<file path="config.mk">
export PLATFORM = sky130hd
export DESIGN_NAME = pc_seq_unit
export DESIGN_NICKNAME = d
export VERILOG_FILES = /design/src/rtl/pc_seq_unit.sv
export SDC_FILE = /design/constraint.sdc
export NUM_CORES = 1
export LEC_CHECK = 0
export ABC_AREA = 1
export BUFFER_PORTS_ARGS = -buffer_cell sky130_fd_sc_hd__buf_4
export CORE_MARGIN = 4
export CORE_UTILIZATION = 30
export CTS_CLUSTER_DIAMETER = 50
export DETAILED_ROUTE_END_ITERATION = 8
export HOLD_SLACK_MARGIN = 0.05
export PLACE_DENSITY_LB_ADDON = 0.1
export SETUP_SLACK_MARGIN = 0.05
export SYNTH_ARGS = -nofsm -noshare
export SYNTH_HDL_FRONTEND = slang
export SYNTH_SLANG_ARGS = --single-unit
</file>
<file path="constraint.sdc">
create_clock -name CLK -period 1.6 [get_ports CLK]
set_input_delay 0.08 -clock CLK [delete_from_list [all_inputs] [get_ports CLK]]
set_output_delay 0.08 -clock CLK [all_outputs]
set_load 0.1 [all_outputs]
</file>
<file path="src/rtl/pc_seq_unit.sv">
// pc_seq_unit: program counter sequencer with RUN/HALTED control and an
// optional return-address stack (compiled in when PC_RAS_EN is defined).
// Without PC_RAS_EN, Call acts as Branch, Ret is ignored and the stack
// flags are tied to their empty/clear values.
module pc_seq_unit #(
  parameter int WIDTH     = 16,
  parameter int STEP      = 1,
  parameter int RESET_VEC = 0,
  parameter int RAS_DEPTH = 4
) (
  input  logic             CLK,
  input  logic             Init_n,
  input  logic             Halt,
  input  logic             Resume,
  input  logic             Stall,
  input  logic             Branch,
  input  logic             Call,
  input  logic             Ret,
  input  logic [WIDTH-1:0] Target,
  output logic [WIDTH-1:0] Count,
  output logic             Halted,
  output logic             RasEmpty,
  output logic             RasFull,
  output logic             RasErr
);

  typedef enum logic [0:0] {
    ST_RUN    = 1'b0,
    ST_HALTED = 1'b1
  } state_t;

  localparam logic [WIDTH-1:0] STEP_V  = WIDTH'(STEP);
  localparam logic [WIDTH-1:0] RESET_V = WIDTH'(RESET_VEC);

  state_t           state_q, state_d;
  logic [WIDTH-1:0] count_q, count_d;
  logic             halted_q, halted_d;
  logic [WIDTH-1:0] seq_pc_s;

`ifdef PC_RAS_EN
  localparam int               PTR_W   = $clog2(RAS_DEPTH);
  localparam int               CNT_W   = $clog2(RAS_DEPTH + 1);
  localparam logic [CNT_W-1:0] DEPTH_V = CNT_W'(RAS_DEPTH);

  // Circular buffer: ras_ptr_q is the next write slot, top is ras_ptr_q-1.
  // Pushing while full overwrites the slot at ras_ptr_q, which is the oldest.
  logic [WIDTH-1:0] ras_mem_q [RAS_DEPTH];
  logic [WIDTH-1:0] ras_mem_d [RAS_DEPTH];
  logic [PTR_W-1:0] ras_ptr_q, ras_ptr_d;
  logic [PTR_W-1:0] ras_top_s;
  logic [CNT_W-1:0] ras_cnt_q, ras_cnt_d;
  logic             ras_err_q, ras_err_d;
  logic             ras_empty_q, ras_empty_d;
  logic             ras_full_q, ras_full_d;
`else
  logic             unused_cfg_s;
  assign unused_cfg_s = Ret ^ RAS_DEPTH[0];
`endif

  // Next-state computation: RUN priority Halt > Stall > Ret > Call > Branch > +STEP
  always_comb begin
    state_d  = state_q;
    count_d  = count_q;
    halted_d = halted_q;
    seq_pc_s = count_q + STEP_V;
`ifdef PC_RAS_EN
    ras_mem_d = ras_mem_q;
    ras_ptr_d = ras_ptr_q;
    ras_cnt_d = ras_cnt_q;
    ras_err_d = ras_err_q;
    ras_top_s = ras_ptr_q - PTR_W'(1);
`endif
    case (state_q)
      ST_RUN: begin
        if (Halt) begin
          state_d  = ST_HALTED;
          halted_d = 1'b1;
        end else if (Stall) begin
          count_d = count_q;
`ifdef PC_RAS_EN
        end else if (Ret) begin
          if (ras_cnt_q != {CNT_W{1'b0}}) begin
            count_d   = ras_mem_q[ras_top_s];
            ras_ptr_d = ras_top_s;
            ras_cnt_d = ras_cnt_q - CNT_W'(1);
          end else begin
            count_d   = seq_pc_s;
            ras_err_d = 1'b1;
          end
        end else if (Call) begin
          ras_mem_d[ras_ptr_q] = seq_pc_s;
          ras_ptr_d            = ras_ptr_q + PTR_W'(1);
          count_d              = Target;
          if (ras_cnt_q == DEPTH_V) begin
            ras_cnt_d = ras_cnt_q;
            ras_err_d = 1'b1;
          end else begin
            ras_cnt_d = ras_cnt_q + CNT_W'(1);
          end
`endif
        end else if (Branch || Call) begin
          count_d = Target;
        end else begin
          count_d = seq_pc_s;
        end
      end
      ST_HALTED: begin
        if (Resume && !Halt) begin
          state_d  = ST_RUN;
          halted_d = 1'b0;
        end else begin
          state_d  = ST_HALTED;
          halted_d = 1'b1;
        end
      end
      default: begin
        state_d  = ST_RUN;
        halted_d = 1'b0;
      end
    endcase
`ifdef PC_RAS_EN
    ras_empty_d = (ras_cnt_d == {CNT_W{1'b0}});
    ras_full_d  = (ras_cnt_d == DEPTH_V);
`endif
  end

  // State, counter and stack registers with synchronous active-low reset
  always_ff @(posedge CLK) begin
    if (!Init_n) begin
      state_q  <= ST_RUN;
      count_q  <= RESET_V;
      halted_q <= 1'b0;
`ifdef PC_RAS_EN
      for (int i = 0; i < RAS_DEPTH; i++) begin
        ras_mem_q[i] <= {WIDTH{1'b0}};
      end
      ras_ptr_q   <= {PTR_W{1'b0}};
      ras_cnt_q   <= {CNT_W{1'b0}};
      ras_err_q   <= 1'b0;
      ras_empty_q <= 1'b1;
      ras_full_q  <= 1'b0;
`endif
    end else begin
      state_q  <= state_d;
      count_q  <= count_d;
      halted_q <= halted_d;
`ifdef PC_RAS_EN
      ras_mem_q   <= ras_mem_d;
      ras_ptr_q   <= ras_ptr_d;
      ras_cnt_q   <= ras_cnt_d;
      ras_err_q   <= ras_err_d;
      ras_empty_q <= ras_empty_d;
      ras_full_q  <= ras_full_d;
`endif
    end
  end

  assign Count  = count_q;
  assign Halted = halted_q;
`ifdef PC_RAS_EN
  assign RasEmpty = ras_empty_q;
  assign RasFull  = ras_full_q;
  assign RasErr   = ras_err_q;
`else
  assign RasEmpty = 1'b1;
  assign RasFull  = 1'b0;
  assign RasErr   = 1'b0;
`endif

endmodule

</file>
Word-level counts from Yosys, hierarchy flattened
Index checks and enable logic that the tools add are counted.
{"block": "totals", "regBits": 18, "out_inout_bits": 20}
{"block": "op_classes", "n_addsub": 1, "n_eq_ne": 1, "mux": 6, "n_bitwise": 3, "n_reduce_logical": 4}
{"operator": "adder 16 x 1 -> 16 bit (second input constant)", "n": 1}
{"operator": "2-to-1 mux 16 bit", "n": 1}
{"operator": "case mux 1 bit (2 select lines)", "n": 2}
{"operator": "2-to-1 mux 1 bit", "n": 3}
{"operator": "inverter 1 bit", "n": 3}
{"operator": "AND reduction 3 bit", "n": 1}
{"operator": "!= test 2 bit (second input constant)", "n": 1}
{"operator": "logical AND 1 bit", "n": 1}
{"operator": "logical NOT 1 bit", "n": 1}
{"operator": "logical OR 1 bit", "n": 1}

Depth between registers and ports, before layout
{"block": "logic_depth", "depth_word": 4, "ltp_mapped": 9}

Least setup slack after synthesis
No wires, ideal clock.
{"block": "synth_timing", "kind": "register to register", "start": "register count_q[0] (netlist: Count[0])", "end": "register count_q[10] (netlist: Count[10])", "t_arrival_ns": 1.950, "t_required_ns": 1.479, "path_slack_ns": -0.471, "stages_incl_launch_ff": 9, "n_path_buf": 0, "path_cell_list": "dfxtp_1 -> ha_1 -> nand3_1 -> inv_1 -> nand2_1 -> o21ai_0 -> nand3_1 -> nand2_1 -> a21oi_1"}
{"block": "synth_between", "elab_chain_len": 2}
{"item": "from (decl)", "line": "36", "source": "logic [WIDTH-1:0] count_q, count_d;"}
{"item": "from (signal assigned)", "line": "145", "source": "count_q <= count_d;"}
{"item": "adder 16 x 1 -> 16 bit", "line": "65", "source": "seq_pc_s = count_q + STEP_V;"}
{"item": "2-to-1 mux 16 bit", "line": "101", "source": "end else if (Branch || Call) begin"}
No other way between the ends.
A chain may end at the register's enable or synchronous reset.

Final worst setup path
Ends and elaborated chain as after synthesis.

==> flow_summary.json <==
{
  "outcome": "complete, no violations",
  "timing.rr.start": "Count[0]",
  "placed_cells": 283,
  "end_kind": "flip-flop",
  "first_global_vias": 1199,
  "finalSetupTns_ns": 0,
  "rsz0062_at_grt": "no",
  "ys.flop_type": "dfxtp_1",
  "io_buffers": 39,
  "ys_types": 25,
  "holdCritPathClass": "in2reg",
  "area_growth_pct": 31.0,
  "timing.final.crit_share": 0.863,
  "crit_path_max_fanout": 6,
  "drc": 0,
  "slew_violations": 0,
  "hold_start": "Halt",
  "fp.coreArea_um2": 3800,
  "clk_pin_slew_ns": 0.07,
  "yosysSeqAreaShare": 0.294,
  "diodes": 0,
  "syn_inst": 202,
  "hold_slack_ns": 0.0596,
  "critPathKind": "reg2reg",
  "internal-power_uw": 742,
  "fin_util": 0.422,
  "dp_hpwl_um": 2490,
  "worst_ep_arrival_time_ns": 1.53,
  "root_buffer": "clkbuf_8",
  "rows": 22,
  "io_pins": 44,
  "max_freq_mhz": 724,
  "synthArstFlopShare": 0,
  "placed_area_um2": 1560,
  "p_total_mw": 1.21,
  "ir_drop_uv": 500,
  "start_util": 0.322,
  "wl_per_cell_um": 11.8,
  "cts.sinks": 18,
  "crit_path_start_kind": "flip-flop",
  "final_cell_mix": "62 x nand2_1, 41 x buf_4, 31 x nor2_1",
  "clkPwrFrac": 0.275,
  "hold-path-cell-count": 3,
  "grt_pass1_wl_um": 5490,
  "holdPathEnd": "state_q",
  "setup_slack_ns": 0.219,
  "required_ns": 1.75,
  "detail-route-antenna-nets": 0,
  "finalWirelength_um": 3370,
  "switching_share": 0.385,
  "grt_max_degree": 19,
  "die_height_um": 71.9,
  "reg2regPathDepth": 8,
  "setup_viol": 0,
  "h-tree-depth": 1,
  "r2r_setup_slack_ns": 0.22,
  "yosys_warnings": 0,
  "powerDensity_nw_per_um2": 753,
  "gr-total-overflow": 0,
  "postSynthRegisterBits": 18,
  "place_congestion": 0.778,
  "die_area_um2": 5160,
  "cts_setup_buffers": 0,
  "p_leak_nw": 0.671,
  "hold_viol_final": 0,
  "post-route-min-period_ns": 1.38,
  "final_cells": 286,
  "final_area_um2": 1600,
  "cts_buffers": 3,
  "nets": 265,
  "fin_skew_ns": 0.00225,
  "p_sw_uw": 465,
  "die_width_um": 71.9,
  "cts_resized": 0,
  "syn_area_per_cell_um2": 6.06,
  "antenna_found_initial": 0,
  "clk_latency_ns": 0.26,
  "synth_area_um2": 1220,
  "power_frac_seq": 0.413,
  "drtPass1Iterations": 4,
  "vias": 1352,
  "grt_use_total": 0.131,
  "power.share.combinational": 0.312,
  "vias_per_cell": 4.73,
  "synth_edf_count": 0,
  "maxCapViolCount": 0,
  "drt_iter0_markers": 66,
  "drive_gt1_frac": 0.294,
  "reg2reg_to": "Count[10]",
  "ctsHoldBuffers": 0,
  "clock_path_buffers": 2,
  "place_ws_ns": 0.222,
  "cts_tree": "done",
  "final_common_cell": "nand2_1"
}
-- power by group through the flow --
stage	Sequential (mW)	Combinational [mW]	Clock (mW)
after floorplan	0.654	0.142	0
after global placement	0.510	0.379	0
after detailed placement	0.509	0.379	0
after CTS	0.499	0.380	0.345
after global routing	0.503	0.401	0.365
final	0.499	0.377	0.331
-- cell type report --
class,instances,area (um2)
repair buffers,41,308
flip-flops and latches,18,389
multi-input cells,158,734
well taps,48,60.1
inverters,18,70.1
fillers,435,2200
clock buffers,3,41.3
-- critical path, stage by stage, from the launching register on --
cell     delay, ns
dfxtp_4       0.38
ha_1          0.19
nand3_1       0.11
inv_1         0.16
nand2_1       0.09
o21ai_0       0.15
nand3_1       0.09
nand2_1       0.06
a21oi_1       0.05
-- state kept, by name, summed over array words and instances (netlist names) --
signal   cells
Count       16
Halted       1
state_q      1
-- metal layers --
layer  share of wire  up-vias  track usage
met4          0.0056        0       0.0292
met3           0.053        2       0.0365
li1                -      716            -
met1            0.49      608        0.174
met5               0        -            0
met2            0.45       26        0.212
-- cells by family after synthesis --
| kind of cell | after synthesis | synth area share |
|---|---|---|
| compound gates | 34 | 0.160 |
| buf+inv | 27 | 0.108 |
| fa+ha+maj | 1 | 0.0102 |
| simple gates | 120 | 0.421 |
| other cells | 2 | 0.00614 |
| flops | 18 | 0.294 |
-- Yosys cell counts (2+ instances only) --
cell | number | area share
inv_1 | 17 | 0.052
nand2_1 | 62 | 0.19
nand4_1 | 3 | 0.015
buf_4 | 5 | 0.031
conb_1 | 2 | 0.0061
a21oi_1 | 14 | 0.057
o21ai_0 | 12 | 0.049
dfxtp_1 | 18 | 0.29
nor2_2 | 5 | 0.026
a21oi_2 | 3 | 0.021
buf_2 | 2 | 0.0082
nor2_1 | 31 | 0.095
nand3_1 | 16 | 0.065
-- how the worst max path moves through the flow --
stage	start	to	slack (ns)	cells past startpoint
6_report	Count[0]	Count[10]	0.22	8
5_1_grt	Count[0]	Count[10]	0.09	8
4_1_cts	Count[0]	Count[10]	0.21	8
3_5_place_dp	Count[0]	Count[10]	0.22	8
3_3_place_gp	Count[0]	Count[10]	0.26	8
2_1_floorplan	Count[4]	Count[10]	0.04	7
Power figures use the tool's default switching activity.
